### config.mk
export PLATFORM = sky130hd
export DESIGN_NAME = hls_vec_adder
export DESIGN_NICKNAME = d
export VERILOG_FILES = /design/src/rtl/hls_vec_adder.sv
export SDC_FILE = /design/constraint.sdc
export NUM_CORES = 1
export LEC_CHECK = 0
export CORE_MARGIN = 10
export CORE_UTILIZATION = 45
export DETAILED_ROUTE_END_ITERATION = 8
export PLACE_DENSITY = 0.85
export SLEW_MARGIN = 40
export SYNTH_ARGS = -nofsm -noshare
export SYNTH_HDL_FRONTEND = slang
export SYNTH_SLANG_ARGS = --single-unit
### constraint.sdc
create_clock -name clk -period 2.9 [get_ports clk]
set_input_delay 0.725 -clock clk [delete_from_list [all_inputs] [get_ports clk]]
set_output_delay 0.725 -clock clk [all_outputs]
set_load 0.1 [all_outputs]
### src/rtl/hls_vec_adder.sv
// ap_ctrl_hs vector adder: reads N_WORDS operands, writes back their sum modulo 2^DATA_W,
// then pulses ap_done. Memory outputs are decoded from registered state and counters.
module hls_vec_adder #(
  parameter int DATA_W    = 32,
  parameter int ADDR_W    = 3,
  parameter int N_WORDS   = 4,
  parameter int BASE_ADDR = 0,
  parameter int RES_ADDR  = 7,
  parameter int MEM_LAT   = 1
) (
  input  logic              clk,
  input  logic              rst,
  input  logic              ap_start,
  output logic              ap_idle,
  output logic              ap_ready,
  output logic              ap_done,
  output logic              mem_ren,
  output logic              mem_wen,
  output logic [ADDR_W-1:0] mem_addr,
  output logic [DATA_W-1:0] mem_datw,
  input  logic [DATA_W-1:0] mem_datr,
  output logic [DATA_W-1:0] sum_out,
  output logic              overflow
);

  localparam int WT_W = (MEM_LAT > 1) ? $clog2(MEM_LAT) : 1;
  localparam logic [ADDR_W-1:0] RD_LAST = ADDR_W'(N_WORDS - 1);
  localparam logic [WT_W-1:0]   WT_LAST = WT_W'(MEM_LAT - 1);

  typedef enum logic [2:0] {
    S_IDLE  = 3'd0,
    S_READ  = 3'd1,
    S_WAIT  = 3'd2,
    S_WRITE = 3'd3,
    S_DONE  = 3'd4
  } state_t;

  state_t              state, state_nxt;
  logic [ADDR_W-1:0]   rd_cnt;
  logic [WT_W-1:0]     wt_cnt;
  logic [DATA_W-1:0]   acc;
  logic [DATA_W:0]     acc_sum;
  logic [MEM_LAT:1]    vld_pipe;
  logic                start_txn;

  assign start_txn = (state == S_IDLE) && ap_start;
  assign acc_sum   = {1'b0, acc} + {1'b0, mem_datr};

  always_ff @(posedge clk) begin
    if (rst) state <= S_IDLE;
    else     state <= state_nxt;
  end

  always_comb begin
    state_nxt = state;
    case (state)
      S_IDLE:  if (ap_start) state_nxt = S_READ;
      S_READ:  if (rd_cnt == RD_LAST) state_nxt = S_WAIT;
      // final read's data lands in the last WAIT cycle, so leaving then keeps WRITE exact
      S_WAIT:  if (wt_cnt == WT_LAST) state_nxt = S_WRITE;
      S_WRITE: state_nxt = S_DONE;
      S_DONE:  state_nxt = S_IDLE;
      default: state_nxt = S_IDLE;
    endcase
  end

  always_comb begin
    ap_idle  = (state == S_IDLE);
    mem_ren  = (state == S_READ);
    ap_ready = (state == S_READ) && (rd_cnt == RD_LAST);
    mem_wen  = (state == S_WRITE);
    ap_done  = (state == S_DONE);
    mem_addr = '0;
    mem_datw = '0;
    if (state == S_READ) mem_addr = ADDR_W'(BASE_ADDR) + rd_cnt;
    if (state == S_WRITE) begin
      mem_addr = ADDR_W'(RES_ADDR);
      mem_datw = acc;
    end
  end

  always_ff @(posedge clk) begin
    if (rst) begin
      rd_cnt <= '0;
      wt_cnt <= '0;
    end else begin
      rd_cnt <= (state == S_READ) ? rd_cnt + ADDR_W'(1) : '0;
      wt_cnt <= (state == S_WAIT) ? wt_cnt + WT_W'(1) : '0;
    end
  end

  // one valid bit per issued read, emerging when its data is on mem_datr
  always_ff @(posedge clk) begin
    if (rst) begin
      vld_pipe <= '0;
    end else begin
      vld_pipe[1] <= mem_ren;
      for (int s = 2; s <= MEM_LAT; s++) vld_pipe[s] <= vld_pipe[s-1];
    end
  end

  always_ff @(posedge clk) begin
    if (rst) begin
      acc      <= '0;
      overflow <= 1'b0;
    end else if (start_txn) begin
      acc      <= '0;
      overflow <= 1'b0;
    end else if (vld_pipe[MEM_LAT]) begin
      acc      <= acc_sum[DATA_W-1:0];
      overflow <= overflow | acc_sum[DATA_W];
    end
  end

  always_ff @(posedge clk) begin
    if (rst)                  sum_out <= '0;
    else if (state == S_WRITE) sum_out <= acc;
  end

endmodule
==> flow_summary.ini <==
[run_status]
run_status = finished, final reports clean

[logic_synthesis]
top_post_synthesis_cells_by_area = sky130_fd_sc_hd__dfxtp_1 (33%), sky130_fd_sc_hd__ha_1 (9.7%), sky130_fd_sc_hd__nand2_1 (7.8%)
ys.flop_type = sky130_fd_sc_hd__dfxtp_1
synth-async-reset-ratio_pct = 0
mux_cell_area_share_after_synthesis_pct = 5.08
most_frequent_cell_after_synthesis = sky130_fd_sc_hd__nand2_1
synthXorXnorAreaFrac_pct = 5.19
post_synth_inst_count = 561
synth_nets = 631
synth_seq_cells = 73
netlist.top_cell.by_area = sky130_fd_sc_hd__dfxtp_1
synth_seq_area_share_pct = 33.3
mappedNetlistArea_um2 = 4390
synth-compound-area-share_pct = 20.6
synth.top_cell.area_share_pct = 33.3
syn-mean-instance-area_um2 = 7.82
yosysWarnings = 0
synth-edff-count = 0
synth.top_cells.by_count = sky130_fd_sc_hd__nand2_1 (91), sky130_fd_sc_hd__dfxtp_1 (73), sky130_fd_sc_hd__a21oi_1 (63)
yosys.area_share.adder_pct = 10.2
dominant_combinational_cell_family_by_area_after_synthesis = compound AO/OA/AOI/OAI gates
synthDistinctLibCells = 48
synthSimpleGateAreaFrac_pct = 19.4

[critical_path]
cp-end-kind = flip-flop
start_kind = input pin
timing.critical_path.arrival_ns = 3.14
crit_path_kind = in -> reg
timing.critical_path.fanout_max = 3
critical_path_required_ns = 3.14

[clock_tree]
clkSinkCount = 73
clk_path_buf_depth = 2
cts_inserted_buffers = 9
tritoncts_clock_tree = done
clockRootBuffer = sky130_fd_sc_hd__clkbuf_8
h-tree-depth = 3
clkTransAtPathRegs_ns = 0.09
worstSkewPairLatency_ns = 0.37

[sta]
max_slew.worst_pin.slew_ns = 0.675
post-route-min-period_ns = 2.90
finalCritPeriodShare_pct = 99.9
fin_worst_skew_ns = 0.0195
grt_setup_unrepaired = yes
worst_slew_margin_pct = 55.0
maxSlewViolCount = 0
timing.final.hold_violations = 0
aggregate_negative_setup_slack_ns = 0
setup_violations = 0
highest_attainable_clock_frequency_mhz = 345

[route]
num_vias = 4509
route.detailed.wl_per_inst_um = 16.0
dr.first_iter.drc_count = 282
route.final.wire_length_mm = 13.8
detail_route.drc_violations = 0
detail-route-antenna-nets = 0
drt_pass1_iterations = 4
via_per_inst = 5.24

[finish]
final_net_count = 797
final_layout_size_suffix_gt1_share_pct = 29.1
layout.cells.non_filler = 861
antennaDiodeCount = 0
final_util_pct = 72.3
area.growth.synth_to_final_pct = 54.5

[placement]
dpl.hpwl_mm = 10.6
place.detailed.instances = 839
routabilityCongestion = 0.871
portBuffers = 107

[floorplan]
initial_utilization_pct = 46.8
core-area_um2 = 9370
die_y_um = 119
die-area_um2 = 14100
boundaryPins = 108
placementRows = 35
dieWidth_um = 119

[global_route]
antenna_found_initial = 0
via_count_of_the_first_global_routing_pass = 4555
grt_first_pass_wirelength_mm = 22.2
grt.total_usage_pct = 18.6
largest_net_degree_at_the_start_of_global_routing = 36
global_route_overflow = 0

[run]
drv.max_cap_violation_count = 0

[power_and_ir_drop]
power.total_mw = 2.27
ir_worst_vdd_mv = 0.248
p_per_area_nw_per_um2 = 336
p_leak_nw = 3.10

[worst_hold_path]
class_of_the_most_critical_hold_timing_path = reg -> reg
-- power by group --
part | internal [mW] | switching, mW | total [mW]
clock | 0.335 | 0.434 | 0.769
sequential | 1.02 | 0.0194 | 1.04
combinational | 0.226 | 0.241 | 0.467
total | 1.58 | 0.694 | 2.27
-- final timing paths --
kind	startpoint	cells past startpoint	slack, ns	end
setup / recovery	mem_datr[0]	13	0.004	acc[28]$_SDFFE_PP0P_
hold / removal	wt_cnt$_SDFF_PP0_	1	0.44	wt_cnt$_SDFF_PP0_
setup reg to reg	acc[0]$_SDFFE_PP0P_	12	0.08	acc[28]$_SDFFE_PP0P_
hold reg to reg	wt_cnt$_SDFF_PP0_	1	0.44	wt_cnt$_SDFF_PP0_
-- cells in the final DEF, fill, tap and decap left out, drive strengths merged, types with 4 or more instances in the layout --
master / instances
nor3: 7
clkbuf: 11
nand3: 10
a31oi: 8
dlygate4sd2: 4
o21bai: 8
nor2: 49
and2: 4
a21oi: 63
nand2: 91
ha: 34
inv: 39
dfxtp: 73
o21a: 5
a21o: 15
a211oi: 6
and3: 7
o21ai: 17
xor2: 8
nand4: 6
clkinvlp: 10
mux2i: 20
xnor2: 18
nand2b: 4
nor2b: 4
dlymetal6s2s: 4
buf: 149
clkdlybuf4s50: 24
-- state kept, by name (all words and copies together) (netlist names) --
register	flops
acc	32
overflow	1
rd_cnt	3
state	3
sum_out	32
vld_pipe	1
wt_cnt	1
-- timing repair --
action / 4_1_cts / 5_1_grt
setup endpoints to repair: 21 / 19
setup buffers: 3 / 3
hold buffers: 0 / 0
cloned: 0 / 0
resized for setup: 22 / 32
pin swaps: 17 / 24
-- cell type report --
| class | instances | area [µm²] |
|---|---|---|
| multi-input cells | 415 | 2880 |
| fillers | 745 | 2590 |
| repair buffers | 182 | 1890 |
| flip-flops and latches | 73 | 1460 |
| inverters | 46 | 203 |
| well taps | 129 | 161 |
| clock buffers | 10 | 138 |
| clock inverters | 6 | 42.5 |
-- critical path: stages --
cell	delay, ns
sky130_fd_sc_hd__buf_6	0.10
sky130_fd_sc_hd__ha_4	0.15
sky130_fd_sc_hd__fa_2	0.34
sky130_fd_sc_hd__a21o_1	0.21
sky130_fd_sc_hd__a221oi_4	0.33
sky130_fd_sc_hd__o311ai_4	0.12
sky130_fd_sc_hd__a211o_2	0.40
sky130_fd_sc_hd__buf_12	0.14
sky130_fd_sc_hd__a31oi_4	0.15
sky130_fd_sc_hd__o21bai_1	0.09
sky130_fd_sc_hd__xor2_1	0.15
sky130_fd_sc_hd__mux2i_1	0.15
sky130_fd_sc_hd__nor2_1	0.06
-- layer usage --
layer  vias to the layer above  global-route usage (%)  part of all wire, %
met2                       112                    33.1                   51
met5                         -                       0                    0
met1                      2112                    21.5                   43
met4                         0                    7.48                  2.0
li1                       2262                       -                    -
met3                        23                    3.47                  4.3
-- cell families after synthesis --
kind of cell,after synthesis
AND/OR/NAND/NOR,193
adder cells (fa/ha/maj),35
XOR/XNOR,26
flip-flops,73
multiplexers,22
AO/OA/AOI/OAI,139
buffers and inverters,73
-- stage by stage --
| stage | hold WS, ns | cell area [µm²] | setup slack, ns |
|---|---|---|---|
| after CTS | 0.433 | 6600 | -0.0420 |
| after detailed placement | 0.420 | 6340 | -0.733 |
| after global placement | 0.402 | 6330 | -0.698 |
| after global routing | 0.463 | 6780 | -0.0707 |
| after floorplan | 0.390 | 4460 | -0.145 |
| final | 0.437 | 6780 | 0.00364 |
No activity file was read; power rests on OpenSTA's default activity.
==> RTL edit, RTL diff (config.mk and constraints unchanged) <==
Register the output `overflow` once more, cleared by the reset; this adds one clock of latency there. The other outputs are not delayed to match.
--- a/src/rtl/hls_vec_adder.sv
+++ b/src/rtl/hls_vec_adder.sv
@@ -34,6 +34,8 @@
     S_WRITE = 3'd3,
     S_DONE  = 3'd4
   } state_t;
+
+  logic overflow_s0;
 
   state_t              state, state_nxt;
   logic [ADDR_W-1:0]   rd_cnt;
@@ -102,13 +104,13 @@
   always_ff @(posedge clk) begin
     if (rst) begin
       acc      <= '0;
-      overflow <= 1'b0;
+      overflow_s0 <= 1'b0;
     end else if (start_txn) begin
       acc      <= '0;
-      overflow <= 1'b0;
+      overflow_s0 <= 1'b0;
     end else if (vld_pipe[MEM_LAT]) begin
       acc      <= acc_sum[DATA_W-1:0];
-      overflow <= overflow | acc_sum[DATA_W];
+      overflow_s0 <= overflow_s0 | acc_sum[DATA_W];
     end
   end
 
@@ -117,4 +119,12 @@
     else if (state == S_WRITE) sum_out <= acc;
   end
 
+  always_ff @(posedge clk) begin
+    if (rst) begin
+      overflow <= '0;
+    end else begin
+      overflow <= overflow_s0;
+    end
+  end
+
 endmodule
Function: changed (Yosys sat finds a counterexample within 10 cycles, from zero or initial values and one cycle with rst high).
==> RTL edit against the unedited design <==
- global-route usage grew 0.51 points
- via count rose by 2.6%
- worst setup slack improved by 0.054 ns
- area after synthesis is 2.9% higher
- maximum frequency increased by 1.9%
- routed wire length rose by 4.9%
- largest power group unchanged
- first-iteration DRC count is 8.2% lower
- highest routed layer unchanged
- total power increased by 7.2%
- sequential cell count is 1 higher
- design area rose by 4.3%
==> RTL edit: results <==
set metrics [dict create \
    outcome "complete, no violations" \
    seq_share_pct 21.0 \
    synth_area_leaders "dfxtp_1 (33%), ha_1 (9.4%), a21oi_1 (7.8%)" \
    use_met3_pct 3.42 \
    synth_adder_area_share_pct 9.87 \
    grt_usage_pct 19.1 \
    grt_pass1_vias 4814 \
    dpl.hpwl_mm 10.7 \
    dp_cells 843 \
    num-nonclk-buffers 184 \
    fillerInstances 737 \
    hold_slack_ns 0.456 \
    nClkBuffers 9 \
    p_leak_nw 2.86 \
    min_from "sum_out[31]" \
    grt_util_met1_pct 20.3 \
    peakVddDrop_uv 273 \
    buf_share_pct 26.7 \
    multi_input_gates 417 \
    grt_max_degree 39 \
    placed_area_mm2 0.00650 \
    multi_input_area_share_pct 42.9 \
    cp-endpoint "acc[29]" \
    synth_common_cells "nand2_1 (86), dfxtp_1 (74), a21oi_1 (70)" \
    min_path_cells 2 \
    vias 4624 \
    grt_pass1_wl_mm 23.1 \
    tightest_slew_ns 0.557 \
    finClkSkew_ns 0.00902 \
    hold_end "sum_out[31]" \
    ys_seq_area_share_pct 32.8 \
    synthMuxAreaShare_pct 5.57 \
]
-- RTL edit: logic make-up after synthesis --
group                      Yosys count
AOI/OAI and AO/OA                  148
xor gates and xnor gates            25
adders and majority gates           35
buffers and inverters               74
DFF                                 74
muxes                               25
and+or+nand+nor                    184
-- RTL edit: through the flow --
stage / utilization (%) / TNS [ns] / setup WS (ns)
after floorplan: - / -0.139 / -0.137
after global placement: 66.5 / -6.13 / -0.594
after detailed placement: 66.5 / -6.99 / -0.675
after CTS: 70.9 / 0 / 0.00281
after global routing: 72.3 / -0.000262 / -0.000262
final: 72.3 / 0 / 0.0581
-- RTL edit: where the power goes --
group | internal, mW | switching (mW)
Combinational | 0.232 | 0.248
Clock | 0.482 | 0.418
Sequential | 1.03 | 0.0256
Total | 1.75 | 0.691
-- RTL edit: routing by layer --
metal  share of wire [%]  wire [um]  up-vias
li1                    -          -     2281
met1                  40       5730     2190
met2                  54       7760      120
met3                 4.3        616       33
met4                 2.5        368        0
met5                   0          0        -
